### config.mk
export PLATFORM = sky130hd
export DESIGN_NAME = uart_tx_arbiter
export DESIGN_NICKNAME = d
export VERILOG_FILES = /design/src/rtl/uart_pkg.sv /design/src/rtl/rr_arbiter.sv /design/src/rtl/uart_tx_arbiter.sv
export SDC_FILE = /design/constraint.sdc
export NUM_CORES = 1
export LEC_CHECK = 0
export ABC_AREA = 1
export BUFFER_PORTS_ARGS = -buffer_cell sky130_fd_sc_hd__buf_2
export CAP_MARGIN = 20
export CELL_PAD_IN_SITES_DETAIL_PLACEMENT = 1
export CELL_PAD_IN_SITES_GLOBAL_PLACEMENT = 1
export CORE_AREA = 2 2 91 93
export CTS_CLUSTER_DIAMETER = 50
export DETAILED_ROUTE_END_ITERATION = 8
export DIE_AREA = 0 0 93 95
export HOLD_SLACK_MARGIN = 0.06
export PLACE_DENSITY_LB_ADDON = 0.12
export SYNTH_ARGS = -nofsm -noshare
export SYNTH_HDL_FRONTEND = slang
export SYNTH_SLANG_ARGS = --single-unit
export TNS_END_PERCENT = 100
### constraint.sdc
create_clock -name clk -period 6.2 [get_ports clk]
set_input_delay 1.24 -clock clk [delete_from_list [all_inputs] [get_ports clk]]
set_output_delay 1.24 -clock clk [all_outputs]
set_load 0.02 [all_outputs]
### src/rtl/uart_pkg.sv
// Shared definitions for the 8N1 UART transmit arbiter.
package uart_pkg;

  typedef enum logic [1:0] {
    IDLE,
    START,
    DATA,
    STOP
  } state_t;

  localparam int   DATA_BITS  = 8;
  localparam logic START_BIT  = 1'b0;
  localparam logic STOP_BIT   = 1'b1;
  localparam int   FRAME_BITS = 10;

endpackage

### src/rtl/rr_arbiter.sv
// Combinational round-robin arbiter: searches last+1, last+2, ... modulo NUM_REQ
// and grants the first active requester.
module rr_arbiter
  import uart_pkg::*;
#(
  parameter int NUM_REQ = 4,
  localparam int IW = $clog2(NUM_REQ)
) (
  input  logic [NUM_REQ-1:0] req,
  input  logic [IW-1:0]      last,
  output logic [NUM_REQ-1:0] grant,
  output logic [IW-1:0]      idx,
  output logic               any_req
);

  logic [IW-1:0] cand;

  // Rotating priority search starting just after the previous winner.
  always_comb begin
    grant   = '0;
    idx     = '0;
    any_req = 1'b0;
    cand    = '0;
    for (int unsigned off = 1; off <= NUM_REQ; off++) begin
      cand = IW'((32'(last) + off) % NUM_REQ);
      if (!any_req && req[cand]) begin
        any_req     = 1'b1;
        grant[cand] = 1'b1;
        idx         = cand;
      end
    end
  end

endmodule

### src/rtl/uart_tx_arbiter.sv
// Shares one 8N1 transmit line between NUM_REQ byte producers, one byte per
// round-robin grant, with an internal baud divider.
module uart_tx_arbiter
  import uart_pkg::*;
#(
  parameter int NUM_REQ      = 4,
  parameter int CLKS_PER_BIT = 16,
  localparam int IW = $clog2(NUM_REQ),
  localparam int CW = $clog2(CLKS_PER_BIT)
) (
  input  logic                 clk,
  input  logic                 reset,
  input  logic [NUM_REQ-1:0]   req_valid,
  input  logic [8*NUM_REQ-1:0] req_data,
  output logic [NUM_REQ-1:0]   req_ready,
  output logic                 tx,
  output logic                 busy,
  output logic [IW-1:0]        grant_id
);

  state_t        state, state_nx;
  logic [CW-1:0] baud, baud_nx;
  logic [2:0]    bit_idx, bit_nx;
  logic [7:0]    shift, shift_nx;
  logic [IW-1:0] last, last_nx;
  logic [IW-1:0] grant_nx;
  logic          tx_nx, busy_nx;

  logic [NUM_REQ-1:0] arb_grant;
  logic [IW-1:0]      arb_idx;
  logic               arb_any;
  logic [7:0]         win_data;
  logic               baud_tc;

  rr_arbiter #(.NUM_REQ(NUM_REQ)) u_arb (
    .req     (req_valid),
    .last    (last),
    .grant   (arb_grant),
    .idx     (arb_idx),
    .any_req (arb_any)
  );

  assign baud_tc = (baud == CW'(CLKS_PER_BIT - 1));

  // Select the winning requester's byte from the one-hot grant.
  always_comb begin
    win_data = '0;
    for (int unsigned i = 0; i < NUM_REQ; i++) begin
      if (arb_grant[i]) win_data = req_data[8*i +: 8];
    end
  end

  // Next-state, datapath and output logic; tx/busy are computed one cycle
  // ahead so the registered line changes exactly on state transitions.
  always_comb begin
    state_nx  = state;
    baud_nx   = baud + CW'(1);
    bit_nx    = bit_idx;
    shift_nx  = shift;
    last_nx   = last;
    grant_nx  = grant_id;
    tx_nx     = tx;
    busy_nx   = busy;
    req_ready = '0;
    case (state)
      IDLE: begin
        baud_nx = '0;
        tx_nx   = STOP_BIT;
        busy_nx = 1'b0;
        if (arb_any) begin
          req_ready = arb_grant;
          shift_nx  = win_data;
          grant_nx  = arb_idx;
          last_nx   = arb_idx;
          state_nx  = START;
          tx_nx     = START_BIT;
          busy_nx   = 1'b1;
        end
      end
      START: begin
        if (baud_tc) begin
          baud_nx  = '0;
          bit_nx   = '0;
          state_nx = DATA;
          tx_nx    = shift[0];
        end
      end
      DATA: begin
        if (baud_tc) begin
          baud_nx = '0;
          if (bit_idx == 3'(DATA_BITS - 1)) begin
            bit_nx   = '0;
            state_nx = STOP;
            tx_nx    = STOP_BIT;
          end else begin
            shift_nx = shift >> 1;
            bit_nx   = bit_idx + 3'd1;
            tx_nx    = shift[1];
          end
        end
      end
      STOP: begin
        if (baud_tc) begin
          baud_nx  = '0;
          state_nx = IDLE;
          tx_nx    = STOP_BIT;
          busy_nx  = 1'b0;
        end
      end
      default: begin
        state_nx = IDLE;
        baud_nx  = '0;
      end
    endcase
    // State already reads IDLE while reset is held; keep ready quiet then.
    if (!reset) req_ready = '0;
  end

  // State and datapath registers.
  always_ff @(posedge clk or negedge reset) begin
    if (!reset) begin
      state    <= IDLE;
      baud     <= '0;
      bit_idx  <= '0;
      shift    <= '0;
      last     <= IW'(NUM_REQ - 1);
      grant_id <= '0;
      tx       <= 1'b1;
      busy     <= 1'b0;
    end else begin
      state    <= state_nx;
      baud     <= baud_nx;
      bit_idx  <= bit_nx;
      shift    <= shift_nx;
      last     <= last_nx;
      grant_id <= grant_nx;
      tx       <= tx_nx;
      busy     <= busy_nx;
    end
  end

endmodule
# --- Word level (Yosys, flattened, before mapping) ---
# Index checks and enable logic that the tools add are counted.
op_classes:
  n_addsub: 6
  reduce_logical: 21
  magnitude_cmp: 8
  bitwise_logic: 3
  eq_ne: 11
  muxes: 60
ops:
  columns: ["operator", "count"]
  rows:
  - ["two-way mux 8 bit", 7]
  - ["two-way mux 4 bit", 8]
  - ["two-way mux 1 bit", 19]
  - ["two-way mux 2 bit", 9]
  - ["one-hot mux 8 bit (2 select lines)", 1]
  - ["< comparator 2 x 3 -> 1 bit (second input constant)", 4]
  - ["inequality test 2 bit (second input constant)", 6]
  - ["bitwise OR 4 bit", 3]
  - ["two-way mux 3 bit", 3]
  - ["binary-select mux 1 bit (select 2 bit)", 4]
  - ["demux 1 bit (select 2 bit)", 4]
  - ["greater-or-equal comparator 2 x 1 -> 1 bit (second input constant)", 4]
  - ["one-hot mux 2 bit (4 select lines)", 1]
  - ["one-hot mux 4 bit (2 select lines)", 1]
  - ["logical AND 1 bit", 7]
  - ["one-hot mux 3 bit (2 select lines)", 1]
  - ["AND reduction 3 bit", 2]
  - ["nonzero test 2 bit", 3]
  - ["AND reduction 5 bit", 1]
  - ["adder 2 x 1 -> 2 bit (second input constant)", 2]
  - ["adder 2 bit (second input constant)", 2]
  - ["adder 4 x 1 -> 4 bit (second input constant)", 1]
  - ["equality test 2 bit (second input constant)", 2]
  - ["equality test 4 bit (second input constant)", 1]
  - ["10 further kinds", 13]
totals:
  reg_bits: 23
  out_inout_bits: 8
  inputBits: 38
  wordCells: 117

# --- Longest topological paths before layout ---
# Gate-level depths: netlist of the first run.
depth:
  word_depth: 19
  ltp_mapped: 15
  ltp_nobuf: 15

# --- Cells and area by module ---
# Synthesis of the first run repeated with hierarchy kept, for this count alone.
hier_totals:
  hier_cells: 288
  hier_area_um2: 1988.2
modules_own_cells:
  columns: ["module", "area_each_um2", "n_inst", "cells_per_inst", "seq_area_each_um2"]
  rows:
  - ["uart_tx_arbiter", 1530.2, 1, 214, 579.3]
  - ["rr_arbiter", 457.9, 1, 74, 0.0]

# --- Worst setup path before layout of the first run ---
# Ideal clock, no wire load.
synth_path:
  path_type: "input -> output"
  startpoint: "input req_valid[2]"
  endpoint: "output req_ready[3]"
  n_path_buf: 1
  stages: 12
  t_required_ns: 4.960
  arrival_time_ns: 2.342
  slack_ns: 2.618
  cell_sequence: "inv_1 > nand2_1 > nand3_2 > nand2_4 > nor2_8 > nand3_2 > inv_2 > nand2_1 > nand3_2 > buf_6 > nand2_1 > inv_1"
synth_between:
  elab_chain_len: 15
  word_cells_on_any_way: 28
  classes_between: "19 x mux; 3 x bitwise; 6 x reduce/logical"
synth_lines:
  columns: ["element", "line_no", "source"]
  rows:
  - ["start, declared", "uart_tx_arbiter.sv:13", "input logic [NUM_REQ-1:0] req_valid,"]
  - ["binary-select mux 1 bit (select 2 bit)", "rr_arbiter.sv:26", "if (!any_req && req[cand]) begin"]
  - ["two-way mux 1 bit (implied by the code)", "rr_arbiter.sv:26", null]
  - ["two-way mux 1 bit", "rr_arbiter.sv:26", null]
  - ["logical NOT 1 bit", "rr_arbiter.sv:26", null]
  - ["logical AND 1 bit", "rr_arbiter.sv:26", null]
  - ["two-way mux 1 bit", "rr_arbiter.sv:26", null]
  - ["logical NOT 1 bit", "rr_arbiter.sv:26", null]
  - ["logical AND 1 bit", "rr_arbiter.sv:26", null]
  - ["two-way mux 1 bit", "rr_arbiter.sv:26", null]
  - ["logical NOT 1 bit", "rr_arbiter.sv:26", null]
  - ["logical AND 1 bit", "rr_arbiter.sv:26", null]
  - ["two-way mux 4 bit / two-way mux 1 bit (equally long branches)", "rr_arbiter.sv:26", null]
  - ["two-way mux 4 bit (*)", "uart_tx_arbiter.sv:70", "if (arb_any) begin"]
  - ["two-way mux 4 bit (*)", "uart_tx_arbiter.sv:65", "case (state)"]
  - ["two-way mux 4 bit (*)", "uart_tx_arbiter.sv:116", "if (!reset) req_ready = '0;"]
  - ["end, declared", "uart_tx_arbiter.sv:15", "output logic [NUM_REQ-1:0] req_ready,"]
# Mark *: on every way between the ends. The rest lies on a longest branch, timed or not. The select of a mux whose other input is x is not followed.

# --- Final worst setup path of the first run ---
layout_path:
  startpoint: "register last[1]"
  endpoint: "output req_ready[3]"
layout_between:
  elab_chain_len: 16
  word_cells_on_any_way: 52
  classes_between: "4 x add/sub; 8 x order compare; 27 x mux; 3 x bitwise; 10 x reduce/logical"
layout_lines:
  columns: ["element", "line_no", "source"]
  rows:
  - ["start, declared", "uart_tx_arbiter.sv:25", "logic [IW-1:0] last, last_nx;"]
  - ["start signal, assigned", "uart_tx_arbiter.sv:126", "last <= IW'(NUM_REQ - 1);"]
  - ["start signal, assigned", "uart_tx_arbiter.sv:135", "last <= last_nx;"]
  - ["branches (longest 13 deep; another with < comparator 2 x 3 -> 1 bit)", null, null]
  - ["two-way mux 4 bit (*)", "uart_tx_arbiter.sv:70", null]
  - ["two-way mux 4 bit (*)", "uart_tx_arbiter.sv:65", null]
  - ["two-way mux 4 bit (*)", "uart_tx_arbiter.sv:116", null]
# Every way passes the cells marked *. The select of a mux whose other input is x is not followed.

==> results of run 1 <==
## how the worst max path moves through the flow
stage	depth (start not counted)	end	slack (ns)
finish	13	req_ready[3]	2.00
global route	12	req_ready[3]	1.76
CTS	12	req_ready[3]	1.98
detailed placement	12	req_ready[3]	2.18
global placement	12	req_ready[3]	2.15
floorplan	12	req_ready[3]	2.62
## through the flow
step	util	instance area, um2
final	0.2885	2287
after floorplan	-	1918
after global routing	0.2885	2287
after detailed placement	0.2828	2242
after global placement	0.2828	2242
after CTS	0.2885	2287
## area by class of cell
class / count / area, um2
clock buffer: 4 / 45.04
fill: 1028 / 5640
inverter: 34 / 127.6
multi-input combinational: 219 / 1179
sequential: 23 / 579.3
tap: 105 / 131.4
timing repair buffer: 45 / 225.2
## state kept, by name, indices dropped and copies added, names as in the netlist
signal / cells
baud: 4
bit_idx: 3
busy: 1
grant_id: 2
last: 2
shift: 8
state: 2
tx: 1
## routing by layer
metal  up-vias  wire length [um]  GRT usage
met3         4               177    0.02075
met2        34              2485     0.2192
met1       870              2771     0.1700
met5         -                 0          0
li1        990                 -          -
met4         0                35    0.01838
## cells by family after synthesis
logic type,count (synthesis)
simple gates,156
compound gates,46
buf+inv,38
flops,23
fa+ha+maj,16
xor+xnor,1
## critical path, delay by kind of cell (launching register included)
| family | cells | cell delay [ns] |
|---|---|---|
| AND/OR/NAND/NOR | 6 | 0.91 |
| flip-flops | 1 | 0.63 |
| adder cells (fa/ha/maj) | 1 | 0.38 |
| buffers and inverters | 6 | 0.76 |
## where the power goes
part	internal, mW	total [mW]	switching, mW
logic	0.305	0.951	0.646
registers	0.224	0.280	0.0560
clock network	0.0460	0.0971	0.0511
## placed cells by master, fill, tap and decap left out, types with 2 or more instances in the layout
cell type	synthesis	layout
dfstp_2	3	3
clkbuf_8	0	3
a21oi_1	25	25
nand3_2	5	5
ha_1	16	16
a21boi_0	2	2
nand2_2	2	2
nand4_1	5	5
nor2_1	24	24
dfrtp_1	20	20
inv_1	31	31
o21ai_0	12	12
nand2_1	95	95
nand3_1	20	20
inv_2	3	3
buf_2	2	45
==> results.yml, run 1 <==
clock_network:
  post-cts-setup-buffers: 0
  cts.sinks: 23
  htree_levels: 1
  cts_max_path_buffers: 2
  cts.clk_slew.worst_paths_ns: 0.09
  clockRootBuffer: "clkbuf_8"
  cts_resized: 0
  cts_buffers: 3
  cts_tree: "done"
  ctsHoldBuffers: 0
  clkLatencyLatePin_ns: 0.27
sta:
  fin_crit_sh: 0.6767
  setup_slack_ns: 2.004
  setup_viol: 0
  hold_ws_ns: 0.4855
  skew_ns: 0.006236
  tns_ns: 0
  final_hold_viol_count: 0
  worstMarginPinSlew_ns: 0.5554
  max-slew-margin-rel: 0.6297
  rsz0062_at_grt: "false"
  fmax_mhz: 238.3
  final_max_slew_viol_count: 0
  finalCriticalPeriod_ns: 4.196
setup_path:
  end_kind: "primary output"
  cp_max_fo: 17
  cp_slowest_cell: "dfstp_2"
  rr_startpoint: "last[1]"
  worstPathCellList: "inv_1, ha_1, inv_1, nand3_1, nand2_1, inv_1, nand3_2, inv_2, nand2_1, nand3_2, nand2_1, inv_1, buf_2"
  path_class: "reg2out"
  slowest_delay_ns: 0.63
  arrival_ns: 2.96
  ff2ff_setup_slack_ns: 3.29
  startpoint: "last[1]"
  r2r-end: "shift[2]"
  start_kind: "register"
  r2r_cells: 14
  worstPathRequired_ns: 4.96
  cp_common_cell: "inv_1"
cells_and_area:
  finalNonFillerCells: 430
  diodes: 0
  fin_nets: 380
  area_growth_syn_to_layout_pct: 19.24
  layout-drive-gt1-share: 0.2092
logic_synthesis:
  yosysWarnings: 0
  synth.most_common_cell: "nand2_1"
  ys_top_cells_by_area: "dfrtp_1 26%, nand2_1 19%, ha_1 10%"
  synth_common_cells: "95 x nand2_1, 31 x inv_1, 25 x a21oi_1, 24 x nor2_1"
  synth-seq-cells: 23
  synthSimpleGateAreaFrac: 0.3679
  synthCells: 280
  synth_flop_cell: "dfrtp_1"
  synth_edf_count: 0
  synth-xor-area-share: 0.004566
  synth_top_area_frac: 0.2609
  netlist_area_um2: 1918
  seq_area_frac_synth: 0.3020
  synth_fp_nets: 334
  yosys.cell_types.count: 29
  synth_mux_area_frac: 0
  syn_avg_cell_area_um2: 6.850
  synth_top_family_by_area: "simple AND/OR/NAND/NOR gates"
  synthArstFlopShare: 1.000
  synth_compound_area_frac: 0.1376
  synthAdderAreaFrac: 0.1044
  post-synth-top-area-cell: "dfrtp_1"
die:
  fp-row-count: 33
  die_w_um: 93
  core_um2: 7928
  io_pins: 46
  die_height_um: 95
  initial_core_util: 0.2420
  die_area_um2: 8835
global_routing:
  antenna_found_initial: 0
  grt_max_degree: 25
  grt_pass1_vias: 1877
  overflow: 0
  grt_pass1_wl_um: 9108
  grt_util_all_layers: 0.1266
place:
  gp_congestion: 0.8106
  numPortBuffers: 45
  post-place-ws_ns: 2.181
  dp_cells: 426
  hpwlAfterDp_um: 4248
drt:
  wl_per_cell_um: 12.72
  num_vias: 1898
  antenna_left: 0
  vias_per_cell: 4.414
  drc: 0
  first_iter_violations: 32
  drt_wl_total_um: 5469
  drt_pass1_iterations: 4
worst_hold_path:
  min_from: "shift[7]"
  hold_class: "reg2reg"
  hold_path_end: "shift[7]"
  hold_depth: 2
power_and_ir_drop:
  p_leak_nw: 1.306
  ir_worst_vdd_uv: 208.2
  power_density_nw_per_um2: 580.6
  power_mw: 1.328
run_status:
  status: "finished clean"
job:
  maxCapViolCount: 0
No activity file was read; power rests on OpenSTA's default activity.
==> inputs of run 2 (changes only) <==
- ABC_AREA: 1 -> 0
- CORE_AREA: 2 2 91 93 -> 2 2 95 97
- DIE_AREA: 0 0 93 95 -> 0 0 97 99
- clock period: 6.2 -> 3.75 ns (I/O delays scaled with it)
==> run 2 against run 1 <==
- cell count is 12% lower
- sequential power is 63% higher
- clock skew barely moved
- count of clock-buffer cells in the layout shrank 1
- global-route usage increased by 0.40 points
- die area is 8.7% higher
- setup slack got worse by 1.8 ns
- critical path type unchanged
- critical endpoint is now req_ready[0]
- largest power group unchanged
- highest routed layer unchanged
==> results.yml, run 2 <==
global_routing:
  overflow: 0
  grt_pass1_vias: 2049
  grt_util_all_layers: 0.1306
  grt_max_degree: 24
  antenna_found_initial: 0
  grt_pass1_wl_um: 10390
sta:
  setup_viol: 0
  max-slew-margin-rel: 0.6241
  fmax_mhz: 278.6
  tns_ns: 0
  fin_crit_sh: 0.9570
  setup_slack_ns: 0.1613
  final_max_slew_viol_count: 0
  worstMarginPinSlew_ns: 0.5630
  final_hold_viol_count: 0
  rsz0062_at_grt: "false"
  finalCriticalPeriod_ns: 3.589
  skew_ns: 0.005783
clock_network:
  cts_max_path_buffers: 2
  htree_levels: 1
  cts_tree: "done"
  clkLatencyLatePin_ns: 0.27
  post-cts-setup-buffers: 0
  clockRootBuffer: "clkbuf_8"
  cts.sinks: 23
  cts_buffers: 3
  cts.clk_slew.worst_paths_ns: 0.09
logic_synthesis:
  synth_common_cells: "20 x dfrtp_1, 20 x nor2_1, 16 x ha_1, 15 x a221oi_1"
  post-synth-top-area-cell: "dfrtp_1"
  synthArstFlopShare: 1.000
  yosysWarnings: 0
  synth_top_area_frac: 0.2392
  yosys.cell_types.count: 52
  netlist_area_um2: 2092
  syn_avg_cell_area_um2: 9.216
  synth_fp_nets: 281
  synth-seq-cells: 23
  synth_edf_count: 0
  ys_top_cells_by_area: "dfrtp_1 24%, ha_1 9.6%, a221oi_1 6.3%"
  synth_flop_cell: "dfrtp_1"
  synthCells: 227
  seq_area_frac_synth: 0.2769
drt:
  drc: 0
  drt_pass1_iterations: 4
  vias_per_cell: 5.145
  num_vias: 1955
  drt_wl_total_um: 6153
  first_iter_violations: 46
  antenna_left: 0
  wl_per_cell_um: 16.19
power_and_ir_drop:
  switchingPower_mw: 1.145
  ir_worst_vdd_uv: 250.9
  pwr-share-seq: 0.199
  power_density_nw_per_um2: 916.9
  swShare: 0.5010
  comb_power_share: 0.731
  p_clk_frac: 0.070
  p_leak_nw: 1.077
  power.internal_mw: 1.141
cells_and_area:
  diodes: 0
  area_growth_syn_to_layout_pct: 19.20
  largest_register_ffs: 8
  final_cell_mix: "45 x buf_2, 20 x nor2_1, 20 x dfrtp_1"
  layout-drive-gt1-share: 0.2647
  final_common_cell: "buf_2"
  fillCellCount: 1013
  fin_nets: 327
  top_register: "shift"
  reg_top3: "shift (8), baud (4), bit_idx (3)"
setup_path:
  r2r_cells: 8
  start_kind: "register"
  r2r-end: "shift[3]"
  path_class: "reg2out"
  cp_max_fo: 9
  ff2ff_setup_slack_ns: 0.77
  startpoint: "last[0]"
  arrival_ns: 2.84
  rr_startpoint: "last[0]"
  critPathCapture: "req_ready[0]"
  worstPathRequired_ns: 3.00
  end_kind: "primary output"
die:
  die_height_um: 99
  die_w_um: 97
  initial_core_util: 0.2447
  core_um2: 8551
  fp-row-count: 34
  io_pins: 46
  die_area_um2: 9603
run_status:
  status: "finished clean"
place:
  post-place-ws_ns: 0.3826
  gp_congestion: 0.7506
  hpwlAfterDp_um: 4767
  numPortBuffers: 45
worst_hold_path:
  hold_class: "in2async"
job:
  maxCapViolCount: 0
## run 2: cell types whose count changed after synthesis, sizes merged, moves of 12 or more
cell	before	now
inv	34	12
nand2	98	12
nand3	26	1
nor2b	0	12
a221oi	0	16
a21oi	26	9
## run 2: worst min-delay path by stage
stage / from / to / slack [ns] / depth (start not counted)
2_1_floorplan: reset / baud[0] / 0.45 / 0
3_3_place_gp: grant_id[1] / grant_id[1] / 0.47 / 1
3_5_place_dp: grant_id[1] / grant_id[1] / 0.47 / 1
4_1_cts: reset / shift[6] / 0.50 / 2
5_1_grt: reset / shift[5] / 0.51 / 2
6_report: reset / bit_idx[0] / 0.49 / 2
## run 2: cells by family (layout without fill, tap and decap cells)
kind of cell / count (synthesis) / count (layout) / synth area share
AOI/OAI and AO/OA: 89 / 89 / 0.3565
xor gates and xnor gates: 1 / 1 / 0.004187
adders and majority gates: 16 / 16 / 0.09569
buffers and inverters: 27 / 72 / 0.05980
DFF: 23 / 23 / 0.2769
muxes: 5 / 5 / 0.04366
and+or+nand+nor: 66 / 66 / 0.1633
## run 2: per-layer routing
| layer | routed length (um) | share of wire | global-route usage |
|---|---|---|---|
| met4 | 33 | 0.0054 | 0.02925 |
| met5 | 0 | 0 | 0 |
| met2 | 2945 | 0.48 | 0.2276 |
| met1 | 3033 | 0.49 | 0.1746 |
| met3 | 141 | 0.023 | 0.01489 |
## run 2: critical path, stage by stage (launching register included)
cell and delay [ns]:
dfstp_2 0.54, inv_1 0.10, ha_1 0.38, mux4_2 0.57, nor2b_1 0.18, a221oi_2 0.30, o32ai_4 0.19, nor2b_1 0.17
buf_2 0.16
## run 2: final cells by class
| class | instances | area (um2) | share of cell area |
|---|---|---|---|
| sequential | 23 | 579.3 | 0.2323 |
| timing repair buffer | 55 | 300.3 | 0.1204 |
| inverter | 13 | 48.80 | 0.01957 |
| multi-input combinational | 177 | 1384 | 0.5549 |
| clock inverter | 1 | 5.005 | 0.002007 |
| tap | 108 | 135.1 | 0.05419 |
| clock buffer | 3 | 41.29 | 0.01656 |
## run 2: power groups by stage
stage                     registers [mW]  clock network [mW]  logic [mW]
final                              0.456               0.160        1.67
after global routing               0.475               0.177        1.88
after CTS                          0.458               0.168        1.68
after detailed placement           0.462                   0        1.67
after global placement             0.460                   0        1.69
after floorplan                    0.476                   0        1.21
## run 2: repair_timing
| action | in CTS | in global routing |
|---|---|---|
| setup endpoints to repair | 0 | 2 |
| resized for setup | 0 | 1 |
| hold buffers | 0 | 0 |
## run 2: per-stage QoR
step           std cells  total power [mW]  area (um2)  hold slack (ns)  utilization
6_report             380             2.286        2494           0.4858       0.2916
5_1_grt              380             2.536        2494           0.5068       0.2916
4_1_cts              379             2.307        2490           0.4973       0.2912
3_5_place_dp         375             2.134        2444           0.4740       0.2858
3_3_place_gp         375             2.146        2444           0.4684       0.2858
2_1_floorplan        227             1.683        2092           0.4544            -
